`src/rtl/lif_pkg.sv`:
```
// Shared types and constants for the leaky-integrate-fire scheduler.
package lif_pkg;

    localparam int CUR_W         = 4;
    localparam int STATE_W       = 8;
    localparam int REF_W         = 2;
    localparam int DEF_THRESHOLD = 127;

    typedef enum logic [2:0] {
        S_IDLE,
        S_FETCH,
        S_WAIT,
        S_UPDATE,
        S_DONE
    } lif_state_t;

endpackage

```
`src/rtl/lif_update.sv`:
```
// Combinational LIF neuron update: leak by halving, integrate current, fire on threshold.
// Zero latency; no handshake (pure function of its inputs).
module lif_update #(
    parameter int CUR_W        = lif_pkg::CUR_W,
    parameter int STATE_W      = lif_pkg::STATE_W,
    parameter int REF_W        = lif_pkg::REF_W,
    parameter int REFRAC_TICKS = 2
) (
    input  logic [STATE_W-1:0] s,
    input  logic [REF_W-1:0]   r,
    input  logic [CUR_W-1:0]   c,
    input  logic [STATE_W-1:0] threshold,
    output logic [STATE_W-1:0] s_next,
    output logic [REF_W-1:0]   r_next,
    output logic               fire
);

    logic [STATE_W-1:0] n;

    always_comb begin
        n      = STATE_W'(c) + (s >> 1);
        s_next = n;
        r_next = r;
        fire   = 1'b0;
        if (r != '0) begin
            // refractory neurons discard input and stay discharged
            s_next = '0;
            r_next = r - 1'b1;
        end else if (n >= threshold) begin
            fire   = 1'b1;
            s_next = '0;
            r_next = REF_W'(REFRAC_TICKS);
        end
    end

endmodule

```
`src/rtl/lif_scheduler.sv`:
```
// Sweeps NUM_NEURONS neurons per tick through one shared LIF datapath; 3 cycles/neuron + 1.
// Waits indefinitely for cur_valid; ticks arriving while busy are dropped and flagged in overrun.
module lif_scheduler #(
    parameter int NUM_NEURONS  = 8,
    parameter int IDX_W        = 3,
    parameter int CUR_W        = 4,
    parameter int STATE_W      = 8,
    parameter int REFRAC_TICKS = 2
) (
    input  logic               clk,
    input  logic               rst_n,
    input  logic               tick,
    output logic               cur_req,
    output logic [IDX_W-1:0]   cur_idx,
    input  logic [CUR_W-1:0]   current,
    input  logic               cur_valid,
    output logic               spike_valid,
    output logic [IDX_W-1:0]   spike_idx,
    output logic               sweep_done,
    output logic               busy,
    output logic               overrun,
    input  logic               cfg_we,
    input  logic [STATE_W-1:0] cfg_threshold,
    input  logic               clr_overrun
);

    import lif_pkg::*;

    localparam logic [IDX_W-1:0] LAST_IDX = IDX_W'(NUM_NEURONS - 1);

    lif_state_t         state_q, state_d;
    logic [IDX_W-1:0]   idx_q;
    logic [CUR_W-1:0]   cur_q;
    logic [STATE_W-1:0] threshold_q;
    logic [STATE_W-1:0] mem_state [NUM_NEURONS];
    logic [REF_W-1:0]   mem_ref   [NUM_NEURONS];
    logic               overrun_q;
    logic               spike_valid_q;
    logic [IDX_W-1:0]   spike_idx_q;

    logic [STATE_W-1:0] s_next;
    logic [REF_W-1:0]   r_next;
    logic               fire;

    lif_update #(
        .CUR_W        (CUR_W),
        .STATE_W      (STATE_W),
        .REF_W        (REF_W),
        .REFRAC_TICKS (REFRAC_TICKS)
    ) u_update (
        .s         (mem_state[idx_q]),
        .r         (mem_ref[idx_q]),
        .c         (cur_q),
        .threshold (threshold_q),
        .s_next    (s_next),
        .r_next    (r_next),
        .fire      (fire)
    );

    always_ff @(posedge clk or negedge rst_n) begin
        if (!rst_n) begin
            state_q <= S_IDLE;
        end else begin
            state_q <= state_d;
        end
    end

    always_comb begin
        state_d = state_q;
        case (state_q)
            S_IDLE:   if (tick) state_d = S_FETCH;
            S_FETCH:  state_d = S_WAIT;
            S_WAIT:   if (cur_valid) state_d = S_UPDATE;
            S_UPDATE: state_d = (idx_q == LAST_IDX) ? S_DONE : S_FETCH;
            S_DONE:   state_d = S_IDLE;
            default:  state_d = S_IDLE;
        endcase
    end

    always_ff @(posedge clk or negedge rst_n) begin
        if (!rst_n) begin
            idx_q       <= '0;
            cur_q       <= '0;
            threshold_q <= STATE_W'(DEF_THRESHOLD);
        end else begin
            if (state_q == S_IDLE && tick) begin
                idx_q <= '0;
            end else if (state_q == S_UPDATE && idx_q != LAST_IDX) begin
                idx_q <= idx_q + 1'b1;
            end
            if (state_q == S_WAIT && cur_valid) begin
                cur_q <= current;
            end
            // threshold only moves between sweeps so a sweep sees one value
            if (state_q == S_IDLE && cfg_we) begin
                threshold_q <= cfg_threshold;
            end
        end
    end

    always_ff @(posedge clk or negedge rst_n) begin
        if (!rst_n) begin
            for (int i = 0; i < NUM_NEURONS; i++) begin
                mem_state[i] <= '0;
                mem_ref[i]   <= '0;
            end
        end else if (state_q == S_UPDATE) begin
            mem_state[idx_q] <= s_next;
            mem_ref[idx_q]   <= r_next;
        end
    end

    always_ff @(posedge clk or negedge rst_n) begin
        if (!rst_n) begin
            spike_valid_q <= 1'b0;
            spike_idx_q   <= '0;
        end else begin
            spike_valid_q <= (state_q == S_UPDATE) && fire;
            if (state_q == S_UPDATE && fire) begin
                spike_idx_q <= idx_q;
            end
        end
    end

    // a dropped tick outranks a simultaneous clear
    always_ff @(posedge clk or negedge rst_n) begin
        if (!rst_n) begin
            overrun_q <= 1'b0;
        end else if (tick && state_q != S_IDLE) begin
            overrun_q <= 1'b1;
        end else if (clr_overrun) begin
            overrun_q <= 1'b0;
        end
    end

    always_comb begin
        cur_req     = (state_q == S_FETCH);
        cur_idx     = idx_q;
        sweep_done  = (state_q == S_DONE);
        busy        = (state_q != S_IDLE);
        overrun     = overrun_q;
        spike_valid = spike_valid_q;
        spike_idx   = spike_idx_q;
    end

endmodule
```
`config.mk`:
```
export PLATFORM = sky130hd
export DESIGN_NAME = lif_scheduler
export DESIGN_NICKNAME = d
export VERILOG_FILES = /design/src/rtl/lif_pkg.sv /design/src/rtl/lif_update.sv /design/src/rtl/lif_scheduler.sv
export SDC_FILE = /design/constraint.sdc
export NUM_CORES = 1
export LEC_CHECK = 0
export ABC_AREA = 1
export CELL_PAD_IN_SITES_DETAIL_PLACEMENT = 1
export CELL_PAD_IN_SITES_GLOBAL_PLACEMENT = 1
export CORE_MARGIN = 2
export CORE_UTILIZATION = 43
export DETAILED_ROUTE_END_ITERATION = 6
export DONT_BUFFER_PORTS = 1
export GPL_TIMING_DRIVEN = 0
export MAX_ROUTING_LAYER = met4
export PLACE_DENSITY_LB_ADDON = 0.25
export SLEW_MARGIN = 20
export SYNTH_ARGS = -nofsm -noshare
export SYNTH_HDL_FRONTEND = slang
export SYNTH_SLANG_ARGS = --single-unit
```
`constraint.sdc`:
```
create_clock -name clk -period 3.85 [get_ports clk]
set_input_delay 0.77 -clock clk [delete_from_list [all_inputs] [get_ports clk]]
set_output_delay 0.77 -clock clk [all_outputs]
set_load 0.01 [all_outputs]
```
Word level (Yosys, flattened, before mapping)
Index checks and enable logic that the tools add are counted.

storage, ports and cells
  word-level logic and storage cells = 77
  output and inout bits = 11
  bits in registers = 103
  input port bits = 18

cells by class
  mux-type cells = 26
  $add $sub $neg = 3
  bitwise operators = 1
  reduce and logical (&&, ||, !) cells = 13
  equal/unequal tests = 8
  magnitude comparators = 3

operators with widths
  kind                   number
  $bwmux W64             1
  $mux W8                5
  $bmux W8 S3            1
  $demux W8 S3           1
  $bwmux W16             1
  $mux W3                5
  $pmux W3 S4            1
  $mux W2                5
  $add A4 B7 Y8          1
  $ge A8 B8 Y1           1
  $logic_and A1 B1 Y1    7
  $bmux W2 S3            1
  $demux W2 S3           1
  $eq A3 B2 Y1 const B   2
  $eq A3 B3 Y1 const B   2
  $reduce_bool A2 Y1     3
  $ge A4 B4 Y1 const B   1
  $lt A4 B1 Y1 const B   1
  $mux W1                4
  $ne A2 B2 Y1 const B   2
  $not A3 Y4             1
  $add A3 B1 Y3 const B  1
  $eq A3 B1 Y1 const B   1
  $logic_not A3 Y1       1
  4 further kinds        4

Logic depth before layout (Yosys ltp)
Gate-level depths: netlist of the first run.

  depth in word-level cells = 9
  gate-level depth with buffers = 25
  depth with buffers taken out = 22

Hierarchy
A second synthesis of the first run with hierarchy kept.

unflattened totals
  cell total of the unflattened synthesis = 763
  area total of the unflattened synthesis = 5,570.3 sq um

by module, submodules not included
  module         area each (sq um)  instances  cells each  sequential area each (sq um)
  lif_scheduler  4,999.8            1          661         2,586.2
  lif_update     570.5              1          102         0.0

Worst setup path after synthesis of the first run
Ideal clock, no wire load.

  kind = flip-flop to flip-flop
  from = register idx_q[0] (netlist: cur_idx[0])
  to = register mem_state[26] (netlist bit)
  setup time = 118 ps
  slack = 98 ps
  clock period less this slack = 3,752 ps
  path buffers = 4
  required time = 3,732 ps
  cell stages (with the launch flop) = 24
  data arrival time = 3,634 ps
  cell sequence = dfrtp_1 inv_2 buf_6 buf_6 nand3_1 inv_1 a221oi_1 nand2_1 ha_1 fa_1 a21oi_1 o21ai_0 xnor2_1 clkinv_1 ha_1 nand2_1 nor2_1 nand4_1 nand3_1 nor2_2 buf_6 buf_6 nand3_1 nand2_1

on the way
  word-level cells in the longest chain between the ends = 9
  elaborated cells between the ends (all ways) = 18
  classes of those cells = add/sub: 1; order compare: 3; mux: 11; bitwise: 1; reduce/logical: 2

ends and longest elaborated chain
  item                                        RTL line                                                        source
  start: declaration                          lif_scheduler.sv:32                                             logic [IDX_W-1:0] idx_q;
  start signal: assignment                    lif_scheduler.sv:89                                             idx_q <= idx_q + 1'b1;
  $not A3 Y4 (implied by the code) *          lif_scheduler.sv:51, lif_scheduler.sv:52, lif_scheduler.sv:108
  $bmux W8 S3                                 lif_scheduler.sv:51                                             .s (mem_state[idx_q]),
  $mux W8 (implied by the code) (2 in a row)  lif_scheduler.sv:51
  $add A4 B7 Y8                               lif_update.sv:21                                                n = STATE_W'(c) + (s >> 1);
  $ge A8 B8 Y1                                lif_update.sv:29                                                end else if (n >= threshold) begin
  $mux W8                                     lif_update.sv:29
  $mux W8                                     lif_update.sv:25                                                if (r != '0) begin
  $bwmux W64 *                                lif_scheduler.sv:108                                            mem_state[idx_q] <= s_next;
  end signal: indexed assignment              lif_scheduler.sv:108
  end: declaration                            lif_scheduler.sv:35                                             logic [STATE_W-1:0] mem_state [NUM_NEURONS];

Every way passes the cells marked *; elsewhere a longest branch is shown, timed or not. The select of a mux whose other input is x is not followed.
A chain may end at the register's enable or synchronous reset.

Worst setup path after layout of the first run
  from = register idx_q[1] (netlist: cur_idx[1])
  to = register mem_state[34] (netlist bit)

Same word-level chain as after synthesis.

==> out/metrics.yaml, run 1 <==
static-leakage-power_nw: 3.06
cp-start-kind: "register"
slowest_delay_ns: 0.45
period_minus_slack_ns: 3.92
cp_slowest_cell: "dfrtp_2"
drive_above_1_share: 0.234
syn_nets: 647
synth-simple-area-share: 0.309
synth_fa_ha_area_frac: 0.0398
grt-ovfl-total: 0
cts_tree: "built"
fp.dieArea_sq_um: 12300
rr_worst_depth: 22
grt_setup_unrepaired: "yes"
ios: 29
totalWireLength_mm: 15.3
cts.sinks: 95
stdcell_count: 795
synth_cell_types: 37
worstMarginPinSlew_ns: 0.609
clock_skew_ns: 0.00635
start_util: 0.446
cts_buffers: 9
grt_pass1_vias: 4671
antenna_found_initial: 0
r2r-end: "mem_state[34]"
hpwl_mm: 9.62
crit_path_cell_trace: "buf_6 > buf_12 > nand3_4 > inv_2 > a221oi_2 > nand2_1 > ha_4 > fa_2 > a21oi_4 > o21ai_4 > xnor2_2 > clkinv_2 > ha_4 > nand2_4 > nor2_4 > nand4_1 > nand3_4 > nor2_4 > buf_8 > buf_6 > nand3_2 > nand2_1"
endpoint_kind: "register"
ant_nets: 0
rrSetupSlack_ns: -0.07
pre_cts_slack_ns: -1.06
drv_slew: 0
relSlewSlack: 0.594
worstReg2RegStart: "cur_idx[1]"
htree_levels: 3
wire_per_inst_um: 19.3
finalSetupViolations: 36
drt-initial-drc-count: 251
via_per_inst: 5.43
portBuffers: 0
violations: "negative setup slack"
hold_viol_final: 0
dr.pass1.iters: 5
fin_crit_sh: 1.02
num-nets-final: 683
cts_buffer_depth: 2
syn-cell-area_sq_um: 4900
path_clk_slew_ns: 0.06
syn_avg_cell_area_sq_um: 7.98
ys_seq_elements: 95
dieHeight_um: 111
synth_area_leaders: "dfrtp_1, nand2_1, nand3_1, dfstp_2, ha_1"
clockRootBuffer: "clkbuf_16"
synth_area_leader_cell: "dfrtp_1"
path_max_fanout: 8
synth_compound_area_frac: 0.0694
worstPathArrival_ns: 4.21
setup_ws_ns: -0.0736
p_total_mw: 4.55
hold-worst-slack_ns: 0.108
crit_type: "reg2reg"
synthXorXnorAreaFrac: 0.00919
grt_max_degree: 96
powerDensity_nw_per_um2: 758
outcome: "complete, but fails checks"
insertion_delay_ns: 0.35
gp_congestion: 0.778
dp_cells: 754
seq_area_frac_synth: 0.487
area_growth_pct: 22.4
die-width_um: 111
synth.mux.area_fraction: 0.0115
grt_use_total: 0.263
hold_class: "in2async"
core-area_sq_um: 11000
vdd_drop_max_mv: 0.837
drv_cap: 0
diodes: 0
yosys_warnings: 0
fin_setup_tns_ns: -1.03
critPathRequiredTime_ns: 4.14
drc_errors: 0
via_count: 4317
synth_top_family_by_area: "simple AND/OR/NAND/NOR gates"
row_count: 38
grt_pass1_wl_mm: 24.5
fmaxAchievable_ghz: 0.255
synth_top_area_frac: 0.449
ctsHoldBuffers: 0
synth_cells: 614
critical path: cells and delay by family (launching register included):
family,cells,cell delay (ns)
AND/OR/NAND/NOR,9,1.00
flip-flops,1,0.45
adder cells (fa/ha/maj),3,0.83
XOR/XNOR,1,0.21
buffers and inverters,6,0.77
AO/OA/AOI/OAI,3,0.57
worst max path at each step:
stage / startpoint / endpoint / slack, ns / depth (start not counted)
global placement: cur_idx[0] / mem_state[58] / -0.94 / 23
global route: cur_idx[2] / mem_state[9] / -0.22 / 21
CTS: cur_idx[1] / mem_state[10] / -0.006 / 22
floorplan: cur_idx[0] / mem_state[26] / 0.1 / 23
detailed placement: cur_idx[0] / mem_ref[7] / -1.06 / 22
finish: cur_idx[1] / mem_state[34] / -0.07 / 22
through the flow:
| stage | area, sq um | util |
|---|---|---|
| 2_1_floorplan | 4900 | - |
| 4_1_cts | 5820 | 0.530 |
| 3_3_place_gp | 5080 | 0.462 |
| 5_1_grt | 6000 | 0.546 |
| 3_5_place_dp | 5080 | 0.462 |
| 6_report | 6000 | 0.546 |
Yosys cell counts:
cell type / instances
buf_8: 1
inv_1: 44
mux2_2: 5
xor2_1: 1
ha_1: 14
dfstp_2: 7
a22o_1: 1
nand2_2: 4
a22oi_1: 3
o21ai_0: 23
clkbuf_1: 4
dfrtp_1: 88
nand4_1: 5
clkinv_1: 5
buf_6: 5
nand3_1: 58
o22ai_1: 4
nor3_4: 3
nor3b_1: 1
fa_1: 1
nor2_4: 1
nor2_2: 4
o21ai_1: 9
nor3_1: 3
o21a_1: 1
nor2_1: 17
buf_2: 5
a21oi_1: 15
xor2_4: 1
inv_2: 8
or2_2: 1
buf_4: 5
a221oi_1: 4
a31oi_1: 1
nor3_2: 2
nand2_1: 259
xnor2_1: 1
power breakdown:
| part | leakage, nW | switching, mW | internal (mW) | total, mW |
|---|---|---|---|---|
| clock | 0.146 | 0.375 | 0.518 | 0.893 |
| combinational | 1.65 | 1.39 | 0.861 | 2.25 |
| sequential | 1.26 | 0.156 | 1.24 | 1.40 |
| total | 3.06 | 1.92 | 2.62 | 4.55 |
final cells by class:
cell class | instances | area, sq um
Timing Repair Buffer | 28 | 221
Clock inverter | 4 | 45.0
Clock buffer | 12 | 246
Tap cell | 140 | 175
Buffer | 17 | 159
Sequential cell | 95 | 2390
Inverter | 57 | 223
Multi-Input combinational cell | 442 | 2540
Fill cell | 1305 | 4980
registers in the layout, indices dropped and copies added (netlist names):
signal	count
cur_idx	3
cur_q	4
mem_ref	16
mem_state	56
overrun	1
spike_idx	3
spike_valid	1
state_q	3
threshold_q	8
cell families after synthesis:
family | count (synthesis)
AOI/OAI and AO/OA | 61
xor gates and xnor gates | 3
adders and majority gates | 15
buffers and inverters | 77
DFF | 95
muxes | 5
and+or+nand+nor | 358
cells in the final DEF, fill, tap and decap left out, types with 4 or more instances in the layout:
master	count
nand3_2	14
clkbuf_1	6
nand2_2	9
nand3_1	39
a221oi_2	4
buf_4	29
o21ai_0	14
ha_1	9
buf_6	6
dfrtp_1	85
ha_4	5
dfstp_2	7
mux2_2	5
nand3_4	5
clkbuf_16	9
o21ai_1	11
nand2_1	250
o21ai_2	5
inv_1	41
nand2_4	4
nor2_1	16
a21oi_1	12
clkinv_2	4
inv_2	10
nor3_4	4
nand4_1	5
metal layers:
layer / vias to the layer above / share of wire / track usage
li1: 2028 / - / -
met1: 2209 / 0.42 / 0.316
met2: 58 / 0.54 / 0.444
met3: 22 / 0.031 / 0.0612
met4: 0 / 0.016 / 0.0725
met5: - / 0 / -
what timing repair did:
| item | CTS | global route |
|---|---|---|
| pin swaps | 28 | 33 |
| gates cloned | 2 | 0 |
| resized for setup | 70 | 39 |
| buffers inserted | 24 | 5 |
| endpoints found under the setup margin | 68 | 68 |
Note: power is estimated with default switching activity, not from simulation.
==> run 2, diff against run 1 <==
==> constraint.sdc (replaced) <==
create_clock -name clk -period 3.85 [get_ports clk]
set_input_delay 0.1925 -clock clk [delete_from_list [all_inputs] [get_ports clk]]
set_output_delay 0.1925 -clock clk [all_outputs]
set_load 0.01 [all_outputs]
==> run 2 against run 1 <==
The flow still finishes with violations (negative setup slack). Fmax down 5.1%. Utilization is 2.7 points higher. Flip-flop and latch count unchanged. Global-route usage increased by 1.6 points. Wire length grew 18%. First-iteration DRC count increased by 6.4%. Hold slack worse by 0.072 ns. Sequential power hardly changed. Non-clock buffer count rose by 18. Critical endpoint is now mem_state[55]. Largest cell class unchanged. Largest power group unchanged. Highest routed layer unchanged.
==> out/metrics.yaml, run 2 (synthesized netlist as in run 1, its figures left out) <==
dr.pass1.iters: 5  # unchanged
grt_use_total: 0.278  # +0.0158
cp_slowest_cell: "dfrtp_2"
path_max_fanout: 10  # +2
path_clk_slew_ns: 0.07  # about the same
hpwl_mm: 9.62  # unchanged
critPathCapture: "mem_state[55]"
reg_top3: "mem_state: 56 flops, mem_ref: 16 flops, threshold_q: 8 flops"
cp-start-kind: "register"
cts_buffers: 9  # unchanged
violations: "negative setup slack"
dpl_cell_area_sq_um: 5080  # unchanged
fmaxAchievable_ghz: 0.242  # -5.1%
diodes: 0  # unchanged
htree_levels: 3  # unchanged
clockRootBuffer: "clkbuf_16"
via_per_inst: 5.69  # +4.9%
drc_errors: 0  # unchanged
cp-startpoint: "cur_idx[1]"
portBuffers: 0  # unchanged
crit_path_cell_trace: "buf_6 > buf_12 > nand3_4 > o22ai_4 > a221oi_2 > nand4_1 > buf_4 > ha_1 > nand3_4 > nand2_2 > nand2_2 > nand2_2 > nand2_4 > nor3_4 > ha_4 > a21oi_2 > o21a_1 > nand3_4 > nor2_4 > buf_4 > nand3_1 > nand2_1"
drt-initial-drc-count: 267  # +6.4%
postLayoutCoreUtil: 0.573  # +0.0272
clock_skew_ns: 0.00869  # +0.00234 ns
stdcell_count: 813  # +2.3%
vdd_drop_max_mv: 0.786  # -6.1%
slowest_delay_ns: 0.45  # about the same
worstPathArrival_ns: 4.43  # +0.22 ns
largest_register_ffs: 56  # unchanged
gp_congestion: 0.778  # unchanged
antenna_found_initial: 0  # unchanged
period_minus_slack_ns: 4.14  # +0.212 ns
cts_tree: "built"
outcome: "complete, but fails checks"
layout_commonest_cell: "nand2_1"
critPathRequiredTime_ns: 4.15  # about the same
hold-worst-slack_ns: 0.0355  # -0.0721 ns
grt_pass1_wl_mm: 25.9  # +5.6%
grt_max_degree: 96  # unchanged
dp_cells: 754  # unchanged
final_cell_mix: "nand2_1, dfrtp_1, inv_1"
rr_worst_depth: 22  # unchanged
drv_slew: 0  # unchanged
num-nets-final: 701  # +2.6%
r2r-end: "mem_state[55]"
crit_type: "reg2reg"
drv_cap: 0  # unchanged
regMostFlops: "mem_state"
relSlewSlack: 0.557  # -0.0365
fin_area_sq_um: 6300  # +5.0%
start_util: 0.446  # unchanged
cts_buffer_depth: 2  # unchanged
grt-ovfl-total: 0  # unchanged
rrSetupSlack_ns: -0.29  # -0.21 ns
setup_ws_ns: -0.286  # -0.212 ns
worstMarginPinSlew_ns: 0.664  # +0.0547 ns
finalSetupViolations: 67  # +86%
insertion_delay_ns: 0.36  # about the same
fin_setup_tns_ns: -9.63  # -8.60 ns
worstReg2RegStart: "cur_idx[1]"
totalWireLength_mm: 18.1  # +18%
endpoint_kind: "register"
ios: 29  # unchanged
drive_above_1_share: 0.254  # +0.0205
die-width_um: 111  # unchanged
grt_pass1_vias: 4841  # +3.6%
grt_setup_unrepaired: "yes"
static-leakage-power_nw: 3.15  # +3.2%
row_count: 38  # unchanged
cts.sinks: 95  # unchanged
hold_viol_final: 0  # unchanged
powerDensity_nw_per_um2: 784  # +3.5%
fp.dieArea_sq_um: 12300  # unchanged
hold_class: "in2reg"
dieHeight_um: 111  # unchanged
via_count: 4629  # +7.2%
fin_crit_sh: 1.07  # +0.0550
core-area_sq_um: 11000  # unchanged
area_growth_pct: 28.5
wire_per_inst_um: 22.3  # +16%
pre_cts_slack_ns: -1.06  # unchanged
p_total_mw: 4.94  # +8.7%
ant_nets: 0  # unchanged
==> run 2: cell types whose count changed in the layout (fill, tap and decap cells not counted), moves of 3 or more <==
cell and change:
o21ai_1 -3, nand3_1 -3, dlygate4sd3_1 +14, nand2_1 -4, nand2_2 +3
==> run 2: where the power goes <==
group | total (mW) | internal, mW | switching (mW)
clock | 0.906 | 0.518 | 0.387
sequential | 1.42 | 1.24 | 0.178
combinational | 2.61 | 0.974 | 1.64
total | 4.94 | 2.74 | 2.20
==> run 2: worst min path at each step <==
| stage | slack, ns | end | from | cells after the start |
|---|---|---|---|---|
| 5_1_grt | 0.008 | threshold_q[3] | cfg_threshold[3] | 2 |
| 6_report | 0.04 | threshold_q[3] | cfg_threshold[3] | 2 |
| 2_1_floorplan | -0.10 | cur_idx[0] | rst_n | 0 |
| 3_3_place_gp | -0.10 | spike_idx[0] | rst_n | 0 |
| 3_5_place_dp | -0.10 | spike_idx[0] | rst_n | 0 |
| 4_1_cts | 0.003 | threshold_q[3] | cfg_threshold[3] | 2 |
==> run 2: area by class of cell <==
class	instances	area (sq um)
clock inverters	4	45.0
plain buffers	17	159
clock buffers	12	246
multi-input cells	442	2640
fillers	1283	4680
well taps	140	175
inverters	57	225
repair buffers	46	415
flip-flops and latches	95	2390
==> run 2: timing repair <==
action                     in CTS  in global routing
hold buffers                   15                  0
gates resized for setup        70                 59
setup endpoints to repair      68                 68
hold endpoints to repair      107                  0
pin swaps                      28                 37
setup buffers                  24                  9
gates cloned                    2                  0
==> run 2: metal layers <==
| metal | vias to the layer above | global-route usage | routed length [um] |
|---|---|---|---|
| met4 | 0 | 0.0808 | 889 |
| li1 | 2068 | - | - |
| met1 | 2365 | 0.329 | 7000 |
| met5 | - | - | 0 |
| met2 | 137 | 0.478 | 9550 |
| met3 | 59 | 0.0634 | 688 |
==> run 2: critical path, delay by kind of cell (launching register included) <==
kind	cells	cell delay [ns]
AO/OA/AOI/OAI	4	0.58
adder cells (fa/ha/maj)	2	0.62
buffers and inverters	4	0.71
flip-flops	1	0.45
AND/OR/NAND/NOR	12	1.67
